[config.mk]
export PLATFORM = sky130hd
export DESIGN_NAME = dma_mem_responder
export DESIGN_NICKNAME = d
export VERILOG_FILES = /design/src/rtl/dma_mem_responder.sv
export SDC_FILE = /design/constraint.sdc
export NUM_CORES = 2
export LEC_CHECK = 0
export ABC_AREA = 1
export ABC_CLOCK_PERIOD_IN_PS = 3100
export CORE_MARGIN = 2
export CORE_UTILIZATION = 45
export CTS_BUF_LIST = sky130_fd_sc_hd__clkbuf_4 sky130_fd_sc_hd__clkbuf_8 sky130_fd_sc_hd__clkbuf_16
export DETAILED_ROUTE_END_ITERATION = 16
export PLACE_DENSITY_LB_ADDON = 0.05
export SKIP_CTS_REPAIR_TIMING = 1
export SLEW_MARGIN = 30
export SYNTH_ARGS = -nofsm -noshare
export SYNTH_HDL_FRONTEND = slang
export SYNTH_SLANG_ARGS = --single-unit
[constraint.sdc]
create_clock -name clk -period 3.1 [get_ports clk]
set_input_delay 0.465 -clock clk [delete_from_list [all_inputs] [get_ports clk]]
set_output_delay 0.465 -clock clk [all_outputs]
set_load 0.03 [all_outputs]
[src/rtl/dma_mem_responder.sv]
// ============================================================================
// Module   : dma_mem_responder
// Purpose  : Byte-wide memory slave answering DMA MEMR/MEMW strobe cycles.
// Revision : 1.0
// ============================================================================
`default_nettype none

module dma_mem_responder #(
  parameter int          ADDR_W = 8,
  parameter logic [7:0]  BASE   = 8'h00
) (
  input  logic        clk,
  input  logic        rst_n,
  input  logic [3:0]  control_bus,
  input  logic [7:0]  address_A,
  input  logic [7:0]  DMA_data_bus,
  output logic [7:0]  mem_data_out,
  output logic        data_valid,
  output logic        hit,
  output logic        err,
  output logic [15:0] xfer_count
);

  localparam int DEPTH = 1 << ADDR_W;

  typedef enum logic [1:0] {
    IDLE    = 2'd0,
    RD      = 2'd1,
    WR_DATA = 2'd2,
    HOLD    = 2'd3
  } state_t;

  state_t        state_q, state_d;
  logic [15:0]   addr_q, addr_d;
  logic          addr_vld_q, addr_vld_d;
  logic          op_wr_q, op_wr_d;
  logic [7:0]    rdata_q, rdata_d;
  logic          dv_q, dv_d;
  logic          err_q, err_d;
  logic [15:0]   cnt_q, cnt_d;
  logic          mem_we;
  logic [7:0]    mem_q [DEPTH];

  logic              memr, memw, hit_w, start_w;
  logic [ADDR_W-1:0] idx;

  assign memr  = control_bus[3];
  assign memw  = control_bus[2];
  assign idx   = addr_q[ADDR_W-1:0];
  assign hit_w = addr_vld_q && (addr_q[15:8] == BASE);

  // A new address phase starts from IDLE, or from HOLD when the other strobe appears.
  assign start_w = (memr ^ memw) &&
                   ((state_q == IDLE) || ((state_q == HOLD) && (memw != op_wr_q)));

  always_comb begin
    state_d    = state_q;
    addr_d     = addr_q;
    addr_vld_d = addr_vld_q;
    op_wr_d    = op_wr_q;
    rdata_d    = rdata_q;
    dv_d       = 1'b0;
    err_d      = 1'b0;
    cnt_d      = cnt_q;
    mem_we     = 1'b0;

    if (memr && memw) begin
      err_d   = 1'b1;
      state_d = IDLE;
    end else if (start_w) begin
      addr_d     = {DMA_data_bus, address_A};
      addr_vld_d = 1'b1;
      op_wr_d    = memw;
      state_d    = memw ? WR_DATA : RD;
    end else begin
      case (state_q)
        RD: begin
          if (hit_w) begin
            rdata_d = mem_q[idx];
            dv_d    = 1'b1;
            cnt_d   = cnt_q + 16'd1;
          end
          state_d = HOLD;
        end
        WR_DATA: begin
          if (hit_w) begin
            mem_we = 1'b1;
            cnt_d  = cnt_q + 16'd1;
          end
          state_d = HOLD;
        end
        HOLD: begin
          if (!memr && !memw) state_d = IDLE;
        end
        default: state_d = IDLE;
      endcase
    end
  end

  always_ff @(posedge clk or negedge rst_n) begin
    if (!rst_n) begin
      state_q    <= IDLE;
      addr_q     <= 16'h0000;
      addr_vld_q <= 1'b0;
      op_wr_q    <= 1'b0;
      rdata_q    <= 8'h00;
      dv_q       <= 1'b0;
      err_q      <= 1'b0;
      cnt_q      <= 16'h0000;
    end else begin
      state_q    <= state_d;
      addr_q     <= addr_d;
      addr_vld_q <= addr_vld_d;
      op_wr_q    <= op_wr_d;
      rdata_q    <= rdata_d;
      dv_q       <= dv_d;
      err_q      <= err_d;
      cnt_q      <= cnt_d;
    end
  end

  // Write enable derives from the async-reset state, so reset before the commit edge aborts it.
  always_ff @(posedge clk) begin
    if (mem_we) mem_q[idx] <= DMA_data_bus;
  end

  assign mem_data_out = rdata_q;
  assign data_valid   = dv_q;
  assign hit          = hit_w;
  assign err          = err_q;
  assign xfer_count   = cnt_q;

endmodule

`default_nettype wire

-- Word-level counts from Yosys, hierarchy flattened
Memory sizes are Yosys's and may differ from the RTL's. A register that Yosys moved wholly into a read port is not among the register bits.
Index checks and enable logic that the tools add are counted.
Widths: inputs -> output; s select.
- register bits after elaboration: 38
- memory bits (writable): 2048
- logic and storage cells: 47
- memories kept: 1
- memory list (memory ; depth ; bits a word ; read ports ; clocked after Yosys merged registers in ; write ports ; line ; source):
    mem_q ; 256 ; 8 ; 1 ; 1 ; 1 ; 42 ; logic [7:0] mem_q [DEPTH];
- $add $sub $neg: 1
- equal/unequal tests: 5
- multiplexer cells: 15
- bitwise logic cells: 3
- reduce and logical (&&, ||, !) cells: 15
- operators with widths (operator ; number):
    $add 16x1->16 const B ; 1
    $mux 1 ; 10
    $logic_not 8->1 ; 1
    $mux 2 ; 4
    $reduce_and 4->1 ; 2
    $logic_and 1x1->1 ; 5
    $eq 2x2->1 const B ; 2
    $ne 4x2->1 const B ; 1
    $pmux 2 s2 ; 1
    $logic_not 1->1 ; 3
    $eq 2x1->1 const B ; 1
    $logic_not 2->1 ; 1
    $not 1->1 ; 2
    $reduce_and 2->1 ; 1
    $reduce_or 2->1 ; 1
    $logic_or 1x1->1 ; 1
    $ne 1x1->1 ; 1
    $xor 1x1->1 ; 1

-- Depth between registers and ports, before layout
- word-level depth: 8
- mapped depth: 18
- mapped depth without buffers: 15

-- Least setup slack after synthesis
No wires, ideal clock.
- path type: reg-to-reg
- start point: register addr_q[9]
- end point: memory mem_q[218][0] (enable)
- setup time: 0.370 ns
- data arrival time: 2.340 ns
- data required time: 2.730 ns
- slack: 0.389 ns
- stages on the path, launching flop included: 9
- buffers on the path: 1
- period minus slack after synthesis: 2.711 ns
- cells stage by stage: dfrtp_1 nor2_1 nand3_1 nor2_1 nand3_1 nor3_2 nand2_1 buf_2 nor2_1
- word-level cells in the longest chain between the ends: 8
- RTL lines (item ; line ; source):
    start: declaration ; 34 ; logic [15:0] addr_q, addr_d;
    start signal: assignment ; 112 ; addr_q <= addr_d;
    $logic_not 8->1 ; 50 ; assign hit_w = addr_vld_q && (addr_q[15:8] == BASE);
    $logic_and 1x1->1 ; 50 ;
    via hit ; 19 ; output logic hit,
    $mux 1 ; 86 ; if (hit_w) begin
    $mux 1 ; 76 ; case (state_q)
    $mux 1 ; 70 ; end else if (start_w) begin
    $mux 1 ; 67 ; if (memr && memw) begin
    $mux 1 ; 124 ; if (mem_we) mem_q[idx] <= DMA_data_bus;
    $mux 1 (not written as such) ; 124 ;
    end: declaration ; 42 ;
The timed path passes the listed nets, and every way through them passes these cells.

==> run_results.csv <==
group,metric,value,unit
routing,wire_per_inst,23.6,um
power,finalPower,83.9,mW
synth,synth_flop_cell,"edfxtp_1",
synth,synth_edf_count,2048,
synth,synth_top_family_by_area,"simple AND/OR/NAND/NOR gates",
grt,grt_pass1_vias,54200,
die,num_io_pins,49,
die,fp.dieH,437,um
placement,dp_cells,10200,
synth,yosysWarnings,0,
timing,hold_slack,0.0727,ns
setup_path,crit_path_start_kind,"flip-flop",
cts,cts.sinks,2094,
run,maxCapViolations,0,
die,row_count,158,
die,core_region_area,0.186,mm2
layout,fin_area,0.0996,mm2
power,ir_drop,0.000593,V
status,status,"completed",
synth,yosys_register_bits,2094,
placement,hpwl,156000,um
synth,seq_area_frac_synth,74.4,%
grt,grt_pass1_wl,367000,um
synth,synthSimpleGateAreaFrac,21.0,%
synth,synth_cell_types,27,
synth,synth_compound_area_share,2.00,%
setup_path,crit_required,3.84,ns
timing,timing.final.crit_share,97.0,%
routing,final_antenna_net_count,0,
placement,io_buffer_count,46,
routing,vias_per_cell,5.21,
layout,drive_above_1_share,13.1,%
setup_path,cp_max_fo,28,
grt,overflow,0,
routing,drt-total-wl,251000,um
synth,synthArstFlopShare,2.20,%
layout,final_cell_count_no_fill,10600,
setup_path,reg2reg_slack,0.09,ns
synth,synth_fp_nets,7441,
setup_path,r2r_start,"addr_q[0]",
power,powerDensity,842,mW/mm2
timing,slew_viol_final,0,
placement,globalplace.congestion,0.876,
layout,seqCellArea,0.0627,mm2
layout,fillers,16100,
cts,h-tree-depth,4,
timing,finalClockSkew,0.0324,ns
cts,clock_latency,0.86,ns
setup_path,startpoint,"addr_q[0]",
die,start_util,45.4,%
setup_path,cp.arrival,3.75,ns
layout,areaGrowthSynthToFinish,18.3,%
timing,worst_slew_pin_slew,0.897,ns
cts,cts_buffer_depth,3,
cts,cts-root-buf,"clkbuf_16",
timing,final_hold_viol_count,0,
setup_path,endpoint_kind,"flip-flop",
synth,syn_area_per_cell,11.4,um2
layout,final_nets,8006,
grt,antenna_found_initial,11,
hold_path,worstHoldPathType,"input port to asynchronous set/reset pin",
cts,cts_tree,"built",
synth,syn_inst,7413,
placement,placed_area,0.0925,mm2
die,die-area,0.191,mm2
setup_path,critical_path_class,"flip-flop to flip-flop",
cts,cts_buffers,218,
timing,relSlewSlack,40.1,%
timing,max_freq,0.333,GHz
grt,grt_use_total,26.2,%
synth,netlist_area,0.0842,mm2
routing,num_vias,55400,
layout,multiInputGateArea,0.0197,mm2
synth,synthAdderAreaFrac,0.0891,%
routing,drtIter0Drc,5368,
timing,finalCriticalPeriod,3.01,ns
die,dieWidth,437,um
layout,utilization,53.7,%
timing,setup_viol,0,
synth,yosys-mux-area-fraction,0,%
cts,clk_pin_slew_worst_paths,0.06,ns
power,leakagePower,38.1,nW
timing,grt_setup_unrepaired,"true",
synth,synth_xor_area_share,0.135,%
routing,drc,0,
routing,drt_first_pass_iters,6,
grt,grt_max_degree,87,
[Yosys cell counts (all sizes together), types with 7 or more instances]
master	number	share of area [%]
a22oi	24	0.21
nand2	3670	16
inv	48	0.22
nand4	162	1.2
clkbuf	91	0.41
edfxtp	2048	73
nand3	134	0.80
dfrtp	46	1.4
xnor2	7	0.073
o21ai	166	0.99
buf	286	1.7
nor2	573	2.6
a21oi	135	0.80
[cell usage in the layout, fill, tap and decap left out, types with 3 or more instances in the layout]
| cell | synthesis | routed |
|---|---|---|
| a22oi_1 | 24 | 24 |
| nor2_4 | 3 | 7 |
| xnor2_1 | 7 | 7 |
| clkinv_1 | 3 | 63 |
| clkbuf_4 | 0 | 45 |
| buf_8 | 0 | 8 |
| clkdlybuf4s50_1 | 0 | 37 |
| buf_6 | 5 | 4 |
| inv_1 | 42 | 41 |
| inv_6 | 0 | 7 |
| inv_2 | 5 | 3 |
| nor2_2 | 1 | 8 |
| o21ai_0 | 77 | 74 |
| nand2_2 | 0 | 19 |
| nor3_1 | 3 | 3 |
| bufinv_16 | 0 | 14 |
| nor2_1 | 569 | 558 |
| nand4_1 | 162 | 162 |
| clkbuf_16 | 0 | 225 |
| buf_12 | 0 | 111 |
| clkinv_2 | 0 | 41 |
| ha_1 | 6 | 6 |
| nand3_1 | 134 | 134 |
| xor2_1 | 6 | 6 |
| o21ai_1 | 89 | 92 |
| clkbuf_8 | 0 | 4 |
| edfxtp_1 | 2048 | 2048 |
| a21oi_1 | 135 | 135 |
| dfrtp_1 | 46 | 44 |
| buf_4 | 8 | 559 |
| nor3_2 | 3 | 3 |
| nand2_1 | 3670 | 3651 |
[stage by stage]
stage / setup slack [ns] / TNS [ns]
floorplan: 0.389 / 0
global placement: -0.118 / -10.82
detailed placement: -0.124 / -18.78
CTS: -0.161 / -0.330
global route: -0.00502 / -0.00502
finish: 0.0925 / 0
[routing by layer]
metal,share of wire (%),global-route usage (%),vias to the layer above
met5,0,0,-
met1,44,37.6,27300
met3,6.0,3.37,331
li1,-,-,26200
met2,47,42.5,1640
met4,2.4,6.88,0
[flip-flops by register name, summed over array words and instances, names as in the netlist]
signal	cells
mem_q	2048
state_q	2
addr_q	16
xfer_count	16
mem_data_out	8
err	1
op_wr_q	1
addr_vld_q	1
data_valid	1
[power breakdown]
part	leakage, nW	switching [mW]	internal, mW	total [mW]
Combinational	15.6	18.9	7.89	26.8
Sequential	19.0	0.272	31.2	31.5
Clock	3.49	10.8	14.7	25.6
[path summary, 6_finish.rpt]
check | endpoint | cells after the start
min | data_valid | 2
min in group clk | mem_q[51][5] | 1
max | mem_data_out[2] | 14
max reg2reg | mem_data_out[2] | 14
max in group asynchronous | xfer_count[6] | 3
min reg2reg | addr_q[9] | 2
[worst max-delay path, cell delays in order (launching register included)]
cell,delay [ns]
dfrtp_4,0.63
nand2_1,0.18
bufinv_16,0.28
buf_12,0.22
nand2_1,0.08
nand4_1,0.18
nand2_1,0.11
nand2_1,0.05
o21ai_0,0.27
buf_4,0.18
nand3_1,0.13
nor2_1,0.12
nand2_1,0.19
nor2_1,0.15
nor2_1,0.05
[area by class of cell]
cell class                 count  area share [%]
inverter                      51           0.247
multi-input combinational   4891            19.7
antenna                        2         0.00502
clock buffer                 274            6.05
clock inverter               125           0.933
tap                         2480            3.12
sequential                  2094            62.9
timing repair buffer         722            7.01
[cells by family (layout without fill, tap and decap cells)]
logic type      count (synthesis)  in the layout
compound gates                325            325
xor+xnor                       13             13
fa+ha+maj                       6              6
buf+inv                       428           1172
flops                        2094           2094
other cells                     0              2
simple gates                 4547           4547
Power figures use the tool's default switching activity.
